$ cat config.mk
export PLATFORM = sky130hd
export DESIGN_NAME = tx_word_feeder
export DESIGN_NICKNAME = d
export VERILOG_FILES = /design/src/rtl/tx_word_feeder.sv
export SDC_FILE = /design/constraint.sdc
export NUM_CORES = 1
export LEC_CHECK = 0
export BUFFER_PORTS_ARGS = -buffer_cell sky130_fd_sc_hd__buf_2
export CAP_MARGIN = 0
export CORE_UTILIZATION = 65
export DETAILED_ROUTE_END_ITERATION = 8
export MAX_ROUTING_LAYER = met4
export PLACE_DENSITY = 0.84
export SLEW_MARGIN = 20
export SYNTH_ARGS = -nofsm -noshare
export SYNTH_HDL_FRONTEND = slang
export SYNTH_SLANG_ARGS = --single-unit
$ cat constraint.sdc
create_clock -name clk -period 10.2 [get_ports clk]
set_input_delay 1.02 -clock clk [delete_from_list [all_inputs] [get_ports clk]]
set_output_delay 1.02 -clock clk [all_outputs]
set_load 0.05 [all_outputs]
$ cat src/rtl/tx_word_feeder.sv
// tx_word_feeder: buffers 32-bit words from a valid/ready source and presents
// them one at a time to the TX serializer chain. Each word is launched with a
// one-cycle Cin strobe and then held on Din for WORD_CYCLES cycles.
// A word seen while idle is staged on one edge and launched on the next. A
// word waiting when the current hold expires is launched immediately, so
// back-to-back words keep a fixed cadence of WORD_CYCLES.
// Optional feature: define TXF_IDLE_FILL_EN to emit IDLE_WORD whenever the
// FIFO is starved. Cin then never stops after reset.
`timescale 1ns/1ps

module tx_word_feeder #(
    parameter int unsigned DEPTH       = 8,
    parameter int unsigned WORD_CYCLES = 4,
    parameter logic [31:0] IDLE_WORD   = 32'hBCBC_BCBC
) (
    input  logic                     clk,
    input  logic                     rst_n,
    input  logic [31:0]              s_data,
    input  logic                     s_valid,
    output logic                     s_ready,
    input  logic                     flush,
    output logic                     Cin,
    output logic [31:0]              Din,
    output logic                     busy,
    output logic [$clog2(DEPTH):0]   fill
);

    localparam int unsigned ADDR_W = $clog2(DEPTH);
    localparam int unsigned CNT_W  = $clog2(WORD_CYCLES);

    localparam logic [ADDR_W:0]  PTR_ONE  = (ADDR_W+1)'(1);
    localparam logic [ADDR_W:0]  FULL_LVL = (ADDR_W+1)'(DEPTH);
    localparam logic [CNT_W-1:0] CNT_LOAD = CNT_W'(WORD_CYCLES - 1);
    localparam logic [CNT_W-1:0] CNT_ONE  = CNT_W'(1);

    localparam logic [0:0] ST_IDLE = 1'b0;
    localparam logic [0:0] ST_HOLD = 1'b1;

`ifdef TXF_IDLE_FILL_EN
    localparam bit IDLE_FILL = 1'b1;
`else
    localparam bit IDLE_FILL = 1'b0;
`endif

    logic [31:0]      mem [DEPTH];
    logic [ADDR_W:0]  wr_ptr;
    logic [ADDR_W:0]  rd_ptr;
    logic [31:0]      head;
    logic             full;
    logic             empty;
    logic             push;
    logic             pop;
    logic             hold_done;

    logic [0:0]       state_q;
    logic [CNT_W-1:0] cnt_q;
    logic             launch_q;   // a staged word waits to be launched from IDLE
    logic [31:0]      stage_q;

    // FIFO status and handshake; the extra pointer bit separates full from empty
    assign fill      = wr_ptr - rd_ptr;
    assign full      = (fill == FULL_LVL);
    assign empty     = (fill == '0);
    assign s_ready   = !full;
    assign head      = mem[rd_ptr[ADDR_W-1:0]];
    assign push      = s_valid && s_ready && !flush;
    assign hold_done = (state_q == ST_HOLD) && (cnt_q == '0);
    assign pop       = !flush && !empty &&
                       (((state_q == ST_IDLE) && !launch_q) || hold_done);

    // FIFO storage write
    // NOTE: the storage array has no reset; only the pointers define which
    // entries are valid, so clearing the data would buy nothing.
    always_ff @(posedge clk) begin
        if (push) begin
            mem[wr_ptr[ADDR_W-1:0]] <= s_data;
        end
    end

    // FIFO pointers; flush empties the FIFO and wins over a simultaneous push
    // NOTE: every register here uses <= so all state updates see the values
    // from before the edge, independent of statement order.
    always_ff @(posedge clk or negedge rst_n) begin
        if (!rst_n) begin
            wr_ptr <= '0;
            rd_ptr <= '0;
        end else if (flush) begin
            wr_ptr <= '0;
            rd_ptr <= '0;
        end else begin
            if (push) wr_ptr <= wr_ptr + PTR_ONE;
            if (pop)  rd_ptr <= rd_ptr + PTR_ONE;
        end
    end

    // Launch/hold sequencer driving the registered Cin, Din and busy
    always_ff @(posedge clk or negedge rst_n) begin
        if (!rst_n) begin
            state_q  <= ST_IDLE;
            cnt_q    <= '0;
            launch_q <= 1'b0;
            stage_q  <= '0;
            Cin      <= 1'b0;
            Din      <= '0;
            busy     <= 1'b0;
        end else if (flush) begin
            state_q  <= ST_IDLE;
            cnt_q    <= '0;
            launch_q <= 1'b0;
            stage_q  <= '0;
            Cin      <= 1'b0;
            Din      <= '0;
            busy     <= 1'b0;
        end else begin
            Cin <= 1'b0;
            case (state_q)
                ST_IDLE: begin
                    if (launch_q) begin
                        Din      <= stage_q;
                        Cin      <= 1'b1;
                        busy     <= 1'b1;
                        cnt_q    <= CNT_LOAD;
                        launch_q <= 1'b0;
                        state_q  <= ST_HOLD;
                    end else if (!empty) begin
                        stage_q  <= head;
                        launch_q <= 1'b1;
                    end else if (IDLE_FILL) begin
                        stage_q  <= IDLE_WORD;
                        launch_q <= 1'b1;
                    end
                end
                default: begin
                    if (cnt_q != '0) begin
                        cnt_q <= cnt_q - CNT_ONE;
                    end else if (!empty) begin
                        Din   <= head;
                        Cin   <= 1'b1;
                        cnt_q <= CNT_LOAD;
                    end else if (IDLE_FILL) begin
                        Din   <= IDLE_WORD;
                        Cin   <= 1'b1;
                        cnt_q <= CNT_LOAD;
                    end else begin
                        busy    <= 1'b0;
                        state_q <= ST_IDLE;
                    end
                end
            endcase
        end
    end

endmodule

==> results.yml <==
outcome:
  status: "completed"
clock_tree:
  clock-sinks: 334
  clkSlewWorstSetupHoldPaths_ns: 0.06
  number_of_clock_buffers_inserted_by_tritoncts: 34
  post_cts_setup_buffers: 0
  insertion_delay_ns: 0.51
  cts-htree-levels: 2
  max-clock-path-buffers: 3
  clk_root_buffer_cell: "sky130_fd_sc_hd__clkbuf_16"
  post_cts_hold_fix_bufs: 0
  cts_tree: "done"
  post_cts_gate_resize_count: 0
critical_path:
  critical_path_class: "reg -> out"
  timing.critical_path.arrival_ns: 3.16
  critPathTopFamily: "flip-flops"
  worstSetupEndpointType: "output port"
  cp_slowest_stage_delay_ns: 1.03
  path_common_cell: "sky130_fd_sc_hd__nand2_1"
  r2r-start: "rd_ptr[2]$_DFFE_PN0P_"
  path_max_fanout: 66
  worst_setup_path_startpoint: "rd_ptr[2]$_DFFE_PN0P_"
  cpMaxStageDelayCell: "sky130_fd_sc_hd__dfrtp_4"
  cp_cell_sequence: "inv_1, ha_1, and3b_1, o21ai_2, nand2_1, nand2_1, buf_2"
  worstPathRequired_ns: 9.18
  setup.worst_path.start_class: "flop"
  worstPathBufferInverterCount: 2
sta:
  final_hold_viol_count: 0
  finalSetupTns_ns: 0
  hold_ws_ns: 0.477
  fin_skew_ns: 0.00921
  timing.final.crit_share_pct: 40.9
  maxSlewViolCount: 0
  highest_attainable_clock_frequency_mhz: 239
  timing.slew.headroom_pct: 36.7
  fin_crit_ns: 4.18
  timing.final.setup_violations: 0
  grt_setup_unrepaired: "no"
  worst_slew_pin_slew_ns: 0.950
yosys:
  syn_area_cell_um2: 18.3
  post_synth_instance_area_um2: 13200
  synth_flop_cell: "sky130_fd_sc_hd__edfxtp_1"
  netlist.area_leader.share_pct: 58.2
  syn_inst: 723
  async_sr_flop_fraction_pct: 23.4
  number_of_enable_flip_flop_cells_after_synthesis: 256
  post_synth_num_cell_types: 50
  seq_area_frac_synth_pct: 72.9
  syn-num-nets: 766
  yosys-top-cells-area: "sky130_fd_sc_hd__edfxtp_1, sky130_fd_sc_hd__dfrtp_1, sky130_fd_sc_hd__mux4_2"
  ys_warn_count: 0
  yosys_register_bits: 334
  netlist.top_cell.by_area: "sky130_fd_sc_hd__edfxtp_1"
power_and_ir_drop:
  power_density_nw_per_um2: 292
  power.leakage_uw: 0.00526
  power_uw: 4370
  worst_voltage_drop_across_the_vdd_grid_mv: 0.167
hold_path:
  holdCritStartpoint: "Din[31]$_DFFE_PN0P_"
  worst_min_path_class: "reg -> reg"
detailed_routing:
  via_count_normalized_by_instance_count: 6.43
  dr.pass1.iters: 5
  post-route-drc-count: 0
  postRouteWirelength_mm: 26.4
  antenna_left: 0
  initialDrtViolationCount: 685
  via_count: 7010
  wl_per_cell_um: 24.2
finish:
  flow.area_growth_from_synthesis_pct: 13.4
  antenna_cells: 0
  layout_nets: 845
  proportion_of_layout_cells_with_a_drive_suffix_above_1_pct: 27.2
place:
  gp_congestion: 0.876
  dpl.hpwl_mm: 14.8
  place.port_buffers: 74
global_route:
  gr-usage-met2_pct: 43.0
  globalRouteTotalUtil_pct: 27.7
  globalRouteMet1Util_pct: 38.4
  grt_util_met3_pct: 4.50
  first_pass_grt_wire_length_mm: 40.4
  grt_max_degree: 79
  globalRoute.totalOverflow: 0
  grt_pass1_vias: 7040
  antenna_found_initial: 0
  most_congested_layer_reported_by_global_routing: "met2"
floorplan:
  core.rowCount: 51
  coreArea_um2: 19700
  start_util_pct: 67.0
  fp.dieArea_um2: 20900
  boundaryPins: 75
  die_height_um: 145
  floorplan.die.width_um: 145
job:
  cap_violations: 0
-- worst register-to-register path: stages, from the launching register on --
cell	delay, ns
sky130_fd_sc_hd__dfrtp_4	1.03
sky130_fd_sc_hd__inv_1	0.20
sky130_fd_sc_hd__ha_1	0.42
sky130_fd_sc_hd__and3b_1	0.27
sky130_fd_sc_hd__nor3_1	0.38
sky130_fd_sc_hd__o31ai_4	0.25
sky130_fd_sc_hd__nor4_2	0.31
sky130_fd_sc_hd__buf_4	0.52
-- where the power goes --
group          switching (µW)  internal [µW]  leakage [µW]
Combinational             865            458       0.00134
Sequential                120           1640       0.00335
Clock                     495            796      0.000570
Total                    1480           2890       0.00526
-- cells in the mapped netlist (2+ instances only) --
library cell / number
sky130_fd_sc_hd__mux2_1: 2
sky130_fd_sc_hd__ha_1: 6
sky130_fd_sc_hd__o21ai_1: 6
sky130_fd_sc_hd__inv_1: 11
sky130_fd_sc_hd__mux2i_1: 27
sky130_fd_sc_hd__nand3_1: 3
sky130_fd_sc_hd__nor3_1: 5
sky130_fd_sc_hd__nor2_1: 39
sky130_fd_sc_hd__nor2b_1: 2
sky130_fd_sc_hd__a211oi_1: 2
sky130_fd_sc_hd__mux2_2: 8
sky130_fd_sc_hd__nand2b_1: 4
sky130_fd_sc_hd__nand4_1: 2
sky130_fd_sc_hd__dfrtp_1: 78
sky130_fd_sc_hd__o21ai_0: 28
sky130_fd_sc_hd__buf_6: 5
sky130_fd_sc_hd__mux4_1: 5
sky130_fd_sc_hd__clkbuf_1: 10
sky130_fd_sc_hd__buf_4: 2
sky130_fd_sc_hd__xnor2_1: 3
sky130_fd_sc_hd__a21oi_1: 31
sky130_fd_sc_hd__a21o_1: 2
sky130_fd_sc_hd__buf_2: 22
sky130_fd_sc_hd__a22o_1: 8
sky130_fd_sc_hd__a22oi_1: 8
sky130_fd_sc_hd__mux4_2: 59
sky130_fd_sc_hd__nor4_1: 6
sky130_fd_sc_hd__edfxtp_1: 256
sky130_fd_sc_hd__o2bb2ai_1: 24
sky130_fd_sc_hd__buf_12: 2
sky130_fd_sc_hd__nand2_1: 38
-- flip-flops by register name (all words and copies together) (netlist names) --
signal / cells
Cin: 1
Din: 32
busy: 1
cnt_q: 2
launch_q: 1
mem: 256
rd_ptr: 4
stage_q: 32
state_q: 1
wr_ptr: 4
-- logic make-up after synthesis --
| group | count (synthesis) | share of synthesized area (%) |
|---|---|---|
| AND/OR/NAND/NOR | 106 | 3.74 |
| XOR/XNOR | 5 | 0.388 |
| flip-flops | 334 | 72.9 |
| multiplexers | 101 | 13.9 |
| AO/OA/AOI/OAI | 117 | 5.96 |
| adder cells (fa/ha/maj) | 7 | 0.720 |
| buffers and inverters | 53 | 2.30 |
-- worst paths after layout --
check / cells past startpoint / slack, ns / to
max in group asynchronous: 1 / 8.88 / rd_ptr[2]$_DFFE_PN0P_
worst min-delay path: 2 / 0.48 / Din[31]$_DFFE_PN0P_
min in group asynchronous: 1 / 0.65 / busy$_DFFE_PN0P_
worst max register to register: 7 / 6.42 / mem[2][6]$_DFFE_PP_
worst max-delay path: 7 / 6.02 / s_ready
worst min register to register: 2 / 0.48 / Din[31]$_DFFE_PN0P_
-- cell type report --
type                            instances  area (µm²)
Fill cell                            1060        4730
Tap cell                              265         332
Timing Repair Buffer                   85         455
Sequential cell                       334        9650
Clock buffer                           43         926
Multi-Input combinational cell        336        3340
Inverter                               11        41.3
Clock inverter                         17         240
-- cell usage in the layout (no fill, tap or decap), drive strengths merged, types with 4 or more instances in the layout --
master / netlist / final
clkinv: 0 / 8
ha: 6 / 6
nand2b: 4 / 4
clkbuf: 10 / 43
nand2: 38 / 38
buf: 32 / 85
o21ai: 35 / 35
mux4: 64 / 64
dfrtp: 78 / 78
nor3: 6 / 6
a21oi: 31 / 31
o2bb2ai: 24 / 24
mux2: 10 / 10
nor4: 7 / 7
a22oi: 8 / 8
nor2: 40 / 40
xnor2: 4 / 4
mux2i: 27 / 27
edfxtp: 256 / 256
bufinv: 0 / 6
a22o: 8 / 8
inv: 11 / 13
-- metal layers --
layer | share of wire, % | routed length [µm] | up-vias
met5 | 0 | 0 | -
met1 | 40 | 10600 | 3576
met2 | 50 | 13100 | 363
met3 | 7.8 | 2060 | 46
li1 | - | - | 3025
met4 | 2.1 | 552 | 0
-- per-stage QoR --
| step | instances | util, % | worst slack [ns] | instance area [µm²] |
|---|---|---|---|---|
| 2_1_floorplan | 723 | - | 4.41 | 13200 |
| 5_1_grt | 1091 | 76.0 | 5.87 | 15000 |
| 6_report | 1091 | 76.0 | 6.02 | 15000 |
| 4_1_cts | 1091 | 75.9 | 5.98 | 15000 |
| 3_5_place_dp | 1031 | 70.0 | 6.33 | 13800 |
| 3_3_place_gp | 1031 | 70.0 | 6.53 | 13800 |
Power figures use the tool's default switching activity.
